## config.mk

```make
export PLATFORM = sky130hd
export DESIGN_NAME = alu_multiciclo_flat
export DESIGN_NICKNAME = d
export VERILOG_FILES = /design/src/rtl/alu_multiciclo_if.sv /design/src/rtl/alu_multiciclo.sv /design/src/flat_wrapper.sv
export SDC_FILE = /design/constraint.sdc
export NUM_CORES = 1
export LEC_CHECK = 0
export CAP_MARGIN = 30
export CORE_MARGIN = 2
export CORE_UTILIZATION = 50
export DETAILED_ROUTE_END_ITERATION = 10
export PLACE_DENSITY = 0.66
export SYNTH_ARGS = -nofsm -noshare
export SYNTH_HDL_FRONTEND = slang
export SYNTH_SLANG_ARGS = --single-unit
export TNS_END_PERCENT = 20
```

## constraint.sdc

```tcl
create_clock -name clk -period 6.3 [get_ports clk]
set_clock_uncertainty 0.05 [all_clocks]
set_input_delay 1.26 -clock clk [delete_from_list [all_inputs] [get_ports clk]]
set_output_delay 1.26 -clock clk [all_outputs]
set_load 0.02 [all_outputs]
```

## src/rtl/alu_multiciclo_if.sv

```systemverilog
// Request/response bundle for alu_multiciclo: operands and start go in; result, flags and handshake come out.
// `ALU_HILO_EN adds the hi word (upper product / remainder).
interface alu_multiciclo_if #(
    parameter int WIDTH = 32,
    parameter int SHW   = 5
) ();
    logic             start;
    logic [3:0]       op;
    logic [WIDTH-1:0] a;
    logic [WIDTH-1:0] b;
    logic [SHW-1:0]   shamt;
    logic [WIDTH-1:0] result;
    logic             zero;
    logic             busy;
    logic             done;
    logic             div_by_zero;
`ifdef ALU_HILO_EN
    logic [WIDTH-1:0] hi;

    modport master (output start, op, a, b, shamt,
                    input  result, zero, busy, done, div_by_zero, hi);
    modport slave  (input  start, op, a, b, shamt,
                    output result, zero, busy, done, div_by_zero, hi);
`else
    modport master (output start, op, a, b, shamt,
                    input  result, zero, busy, done, div_by_zero);
    modport slave  (input  start, op, a, b, shamt,
                    output result, zero, busy, done, div_by_zero);
`endif
endinterface

```

## src/rtl/alu_multiciclo.sv

```systemverilog
// Execution-stage ALU: single-cycle logic/arith ops plus iterative shift-add MUL and restoring DIV.
// Optional `ALU_HILO_EN exposes the upper product / remainder on bus.hi.
module alu_multiciclo #(
    parameter int WIDTH = 32,
    parameter int SHW   = 5
) (
    input  logic             clk,
    input  logic             rst,
    alu_multiciclo_if.slave  bus
);
    localparam logic [3:0] OP_ADD = 4'd0,  OP_SUB = 4'd1, OP_MUL = 4'd2, OP_DIV = 4'd3;
    localparam logic [3:0] OP_AND = 4'd4,  OP_OR  = 4'd5, OP_NOR = 4'd6, OP_SLL = 4'd7;
    localparam logic [3:0] OP_SRL = 4'd8,  OP_SLT = 4'd9, OP_XOR = 4'd10;

    typedef enum logic {IDLE, CALC} state_t;
    state_t state, state_nxt;

    logic [SHW:0]     cnt;
    logic [WIDTH-1:0] acc_hi, acc_lo, opd;
    logic             is_div, b_zero;
    logic [WIDTH-1:0] nxt_hi, nxt_lo, alu_res;
    logic [WIDTH:0]   sum, shifted, diff;
    logic             iter_op, accept, last;

    logic [WIDTH-1:0] result_q;
    logic             zero_q, done_q, dbz_q;
`ifdef ALU_HILO_EN
    logic [WIDTH-1:0] hi_q;
    assign bus.hi = hi_q;
`endif

    assign iter_op = (bus.op == OP_MUL) || (bus.op == OP_DIV);
    assign accept  = (state == IDLE) && bus.start;
    assign last    = (cnt == (SHW+1)'(WIDTH-1));

    always_ff @(posedge clk or posedge rst) begin
        if (rst) state <= IDLE;
        else     state <= state_nxt;
    end

    always_comb begin
        state_nxt = state;
        case (state)
            IDLE: if (accept && iter_op) state_nxt = CALC;
            CALC: if (last)              state_nxt = IDLE;
            default:                     state_nxt = IDLE;
        endcase
    end

    always_comb begin
        bus.busy = (state == CALC);
    end

    always_comb begin
        alu_res = bus.a + bus.b;
        case (bus.op)
            OP_SUB:  alu_res = bus.a - bus.b;
            OP_AND:  alu_res = bus.a & bus.b;
            OP_OR:   alu_res = bus.a | bus.b;
            OP_NOR:  alu_res = ~(bus.a | bus.b);
            OP_SLL:  alu_res = bus.b << bus.shamt;
            OP_SRL:  alu_res = bus.b >> bus.shamt;
            OP_SLT:  alu_res = {{(WIDTH-1){1'b0}}, ($signed(bus.a) < $signed(bus.b))};
            OP_XOR:  alu_res = bus.a ^ bus.b;
            default: alu_res = bus.a + bus.b;
        endcase
    end

    // One iteration. MUL: {acc_hi,acc_lo} is the product/multiplier pair shifted right.
    // DIV: acc_hi is the partial remainder, acc_lo shifts dividend out and quotient in.
    // Remainder stays below the divisor, so diff[WIDTH] is a valid borrow bit.
    always_comb begin
        sum     = {1'b0, acc_hi} + (acc_lo[0] ? {1'b0, opd} : '0);
        shifted = {acc_hi, acc_lo[WIDTH-1]};
        diff    = shifted - {1'b0, opd};
        if (is_div) begin
            nxt_hi = diff[WIDTH] ? shifted[WIDTH-1:0] : diff[WIDTH-1:0];
            nxt_lo = {acc_lo[WIDTH-2:0], ~diff[WIDTH]};
        end else begin
            nxt_hi = sum[WIDTH:1];
            nxt_lo = {sum[0], acc_lo[WIDTH-1:1]};
        end
    end

    always_ff @(posedge clk or posedge rst) begin
        if (rst) begin
            cnt      <= '0;
            acc_hi   <= '0;
            acc_lo   <= '0;
            opd      <= '0;
            is_div   <= 1'b0;
            b_zero   <= 1'b0;
            result_q <= '0;
            zero_q   <= 1'b1;
            done_q   <= 1'b0;
            dbz_q    <= 1'b0;
`ifdef ALU_HILO_EN
            hi_q     <= '0;
`endif
        end else begin
            done_q <= 1'b0;
            case (state)
                IDLE: if (accept) begin
                    if (iter_op) begin
                        acc_hi <= '0;
                        acc_lo <= (bus.op == OP_MUL) ? bus.b : bus.a;
                        opd    <= (bus.op == OP_MUL) ? bus.a : bus.b;
                        is_div <= (bus.op == OP_DIV);
                        b_zero <= (bus.b == '0);
                        cnt    <= '0;
                    end else begin
                        result_q <= alu_res;
                        zero_q   <= (alu_res == '0);
                        dbz_q    <= 1'b0;
                        done_q   <= 1'b1;
                    end
                end
                CALC: begin
                    acc_hi <= nxt_hi;
                    acc_lo <= nxt_lo;
                    cnt    <= cnt + 1'b1;
                    if (last) begin
                        result_q <= nxt_lo;
                        zero_q   <= (nxt_lo == '0);
                        dbz_q    <= is_div && b_zero;
                        done_q   <= 1'b1;
`ifdef ALU_HILO_EN
                        hi_q     <= nxt_hi;
`endif
                    end
                end
                default: ;
            endcase
        end
    end

    assign bus.result      = result_q;
    assign bus.zero        = zero_q;
    assign bus.done        = done_q;
    assign bus.div_by_zero = dbz_q;
endmodule

```

## src/flat_wrapper.sv

```systemverilog
// flat-port wrapper written by rule: the top's interface ports become plain ports
module alu_multiciclo_flat 
#(
    parameter int WIDTH = 32,
    parameter int SHW   = 5
)
  (clk, rst, bus_start, bus_op, bus_a, bus_b, bus_shamt, bus_result, bus_zero, bus_busy, bus_done, bus_div_by_zero);
  alu_multiciclo_if #(.WIDTH(WIDTH), .SHW(SHW)) bus_i ();
  input  logic clk;
  input  logic rst;
  input wire logic [$bits(bus_i.start)-1:0] bus_start;
  input wire logic [$bits(bus_i.op)-1:0] bus_op;
  input wire logic [$bits(bus_i.a)-1:0] bus_a;
  input wire logic [$bits(bus_i.b)-1:0] bus_b;
  input wire logic [$bits(bus_i.shamt)-1:0] bus_shamt;
  output wire logic [$bits(bus_i.result)-1:0] bus_result;
  output wire logic [$bits(bus_i.zero)-1:0] bus_zero;
  output wire logic [$bits(bus_i.busy)-1:0] bus_busy;
  output wire logic [$bits(bus_i.done)-1:0] bus_done;
  output wire logic [$bits(bus_i.div_by_zero)-1:0] bus_div_by_zero;
  assign bus_i.start = bus_start;
  assign bus_i.op = bus_op;
  assign bus_i.a = bus_a;
  assign bus_i.b = bus_b;
  assign bus_i.shamt = bus_shamt;
  assign bus_result = bus_i.result;
  assign bus_zero = bus_i.zero;
  assign bus_busy = bus_i.busy;
  assign bus_done = bus_i.done;
  assign bus_div_by_zero = bus_i.div_by_zero;
  alu_multiciclo #(.WIDTH(WIDTH), .SHW(SHW)) u_core (.clk(clk), .rst(rst), .bus(bus_i));
endmodule
```

==> impl_metrics.csv <==
group,metric,value,unit
run_status,status,"complete, no violations",
cts,tritoncts,"done",
global_routing,grt_pass1_wl,140,mm
global_routing,grt-ovfl-total,0,
logic_synthesis,syn_area,0.0204,mm²
cts,clockBufferDepth,2,
worst_setup_path,critPathRequiredTime,6.66,ns
cts,clock_sinks,140,
routing,ant_nets,0,
die,die_area,0.0424,mm²
routing,post_drt_via_cell_ratio,7.08,
power,internal_power,3.60,mW
finish,final_common_cell,"a21oi_1",
global_routing,antenna_found_initial,3,
routing,route.detailed.drc,0,
worst_setup_path,setup.worst_path.start_class,"primary input",
sta,finalMaxSlewViolations,0,
worst_setup_path,r2r_end,"u_core.bus.zero",
sta,grt_setup_unrepaired,"no",
placed_design,portBuffers,111,
logic_synthesis,synthCells,2725,
worst_setup_path,endpoint_kind,"flop",
power,swShare,48.9,%
power,clkPwrFrac,15.3,%
global_routing,grt_max_degree,72,
finish,layout_common_cells,"a21oi_1, nand2_1, nor2_1, o21ai_0, ha_1",
finish,fin_cells,3293,
global_routing,grt.met2_usage,64.4,%
global_routing,grt_pass1_vias,21700,
placed_design,gp_congestion,1.09,
die,placementRows,73,
logic_synthesis,synth_area_per_cell,7.48,µm²
power,p_switching,3.44,mW
hold_path,hold_path.class,"reg2reg",
power,p_leak,9.76,nW
sta,finalCritPeriodShare,85.4,%
sta,finalSetupViolations,0,
routing,drt-pass1-iter-count,7,
cts,postCtsSetupRepairBufs,0,
logic_synthesis,yosysUniqueCellTypes,106,
logic_synthesis,yosysSeqAreaShare,17.2,%
cts,cts-resized-gates,0,
die,die_w,206,µm
worst_setup_path,crit_arrival,5.74,ns
die,die-height,206,µm
power,power_density,310,mW/mm²
routing,routedWlPerCell,29.1,µm
logic_synthesis,synth_nets,2966,
logic_synthesis,yosys_warnings,0,
logic_synthesis,ys_ff_latch,140,
worst_setup_path,critical_path_class,"in2reg",
logic_synthesis,synth_flop_cell,"dfrtp_1",
worst_setup_path,r2r_slack,1.70,ns
logic_synthesis,synth_edf_count,0,
sta,fmax,0.186,GHz
routing,wl,95.7,mm
finish,drive_gt1_share,10.1,%
global_routing,met1_usage,60.9,%
cts,clk_latency,0.49,ns
sta,min_period,5.38,ns
hold_path,hold-path-endpoint,"u_core.bus.result[21]",
placed_design,dp.final_hpwl,74.5,mm
logic_synthesis,async_flop_share,100,%
cts,cts_root_buffer,"clkbuf_16",
global_routing,grt_util_all_layers,44.8,%
worst_setup_path,ff2ff_path_depth,18,
cts,holdBufCountCts,0,
worst_setup_path,r2r-start,"u_core.acc_lo[31]",
placed_design,dp.cells,3258,
die,core-area,0.0400,mm²
power,ir_worst_vdd,0.278,mV
finish,nets,2995,
die,initial_core_util,51.0,%
global_routing,grt_util_met3,12.6,%
worst_setup_path,crit_fanout,10,
hold_path,hold_depth,2,
sta,hold_viol,0,
sta,maxSlewHeadroom,17.8,%
die,io_pins,112,
cts,cts_buffers,17,
finish,syn_to_final_growth,11.2,%
routing,vias,23300,
power,pwr-share-comb,62.5,%
run,maxCapViolCount,0,
power,pwr-share-seq,22.1,%
finish,utilization,56.7,%
global_routing,grt-busiest-layer,"met2",
routing,drt_iter0_drc,3838,
cts,h-tree-depth,4,
hold_path,hold_start,"u_core.bus.result[21]",
cts,clk_pin_slew,0.07,ns
sta,final.setup.tns,0,ns
sta,tightest_slew,1.20,ns
[metal layers]
layer,vias to the layer above,part of all wire [%]
li1,10100,-
met1,11200,40
met2,1670,41
met3,282,13
met4,4,5.6
met5,-,0.026
[kinds of logic (layout without fill, tap and decap cells)]
family | count (synthesis) | count (layout) | synth area share [%]
simple gates | 811 | 811 | 18.9
compound gates | 981 | 981 | 31.6
buf+inv | 377 | 419 | 7.83
flops | 140 | 140 | 17.2
other cells | 0 | 1 | 0
fa+ha+maj | 165 | 165 | 10.3
mux | 182 | 182 | 11.2
xor+xnor | 69 | 69 | 2.96
[sequential cells by signal, summed over array words and instances (netlist names)]
signal and count:
u_core.bus.done 1, u_core.b_zero 1, u_core.acc_hi 32, u_core.bus.busy 1, u_core.acc_lo 32, u_core.cnt 6
u_core.bus.result 32, u_core.bus.div_by_zero 1, u_core.bus.zero 1, u_core.is_div 1, u_core.opd 32
[how the worst max path moves through the flow]
stage | start | endpoint | depth (start not counted)
2_1_floorplan | rst | u_core.acc_hi[0] | 1
3_3_place_gp | bus_b[4] | u_core.bus.zero | 16
3_5_place_dp | bus_b[3] | u_core.bus.zero | 15
4_1_cts | bus_b[3] | u_core.bus.zero | 15
5_1_grt | bus_b[3] | u_core.bus.zero | 15
6_report | bus_b[22] | u_core.bus.zero | 15
[power groups by stage]
stage	sequential (mW)	clock, mW	combinational [mW]
2_1_floorplan	1.57	0	2.95
6_report	1.56	1.08	4.40
4_1_cts	1.55	1.09	4.29
3_3_place_gp	1.55	0	4.15
5_1_grt	1.60	1.13	4.74
3_5_place_dp	1.56	0	4.26
[worst max-delay path: stages]
cell             delay, ns
clkdlybuf4s50_1       0.75
inv_1                 0.21
ha_1                  0.62
inv_1                 0.19
a21oi_1               0.54
o21ai_0               0.29
a21oi_1               0.26
nand2_1               0.07
a21o_2                0.22
a211oi_1              0.45
nor3b_1               0.09
o22ai_1               0.29
nor3_1                0.08
and4_1                0.22
a21o_1                0.19
[synth_stat cells, types with 29 or more instances]
master	n	area [µm²]
inv_1	149	559
mux2i_1	126	1260
buf_2	37	185
o21ai_1	47	235
o211ai_1	74	556
a21oi_1	245	1230
nor2_1	225	845
a21o_1	39	293
nand2_1	239	897
nor3_1	54	270
xnor2_1	55	482
dfrtp_1	139	3480
a22oi_1	33	248
o22ai_1	33	206
nand3_1	62	310
a211oi_1	67	503
mux4_2	35	788
clkbuf_1	143	537
ha_1	161	2010
o21ai_0	200	1000
and2_1	50	313
o221ai_1	29	254
[cell type report]
type | count | area [µm²]
inverter | 156 | 591
fill | 3855 | 17300
tap | 525 | 657
sequential | 140 | 3510
multi-input combinational | 2208 | 15300
clock inverter | 15 | 198
antenna | 1 | 2.50
clock buffer | 17 | 425
timing repair buffer | 231 | 1990
[per-stage QoR]
stage	hold WS (ns)	cell area [µm²]	power (mW)	setup WS, ns
floorplan	0.399	20400	4.52	1.24
global placement	0.411	22000	5.70	0.599
detailed placement	0.419	22000	5.82	0.599
CTS	0.436	22700	6.92	1.09
global route	0.461	22700	7.46	0.681
finish	0.433	22700	7.04	0.919
Note: power is estimated with default switching activity, not from simulation.
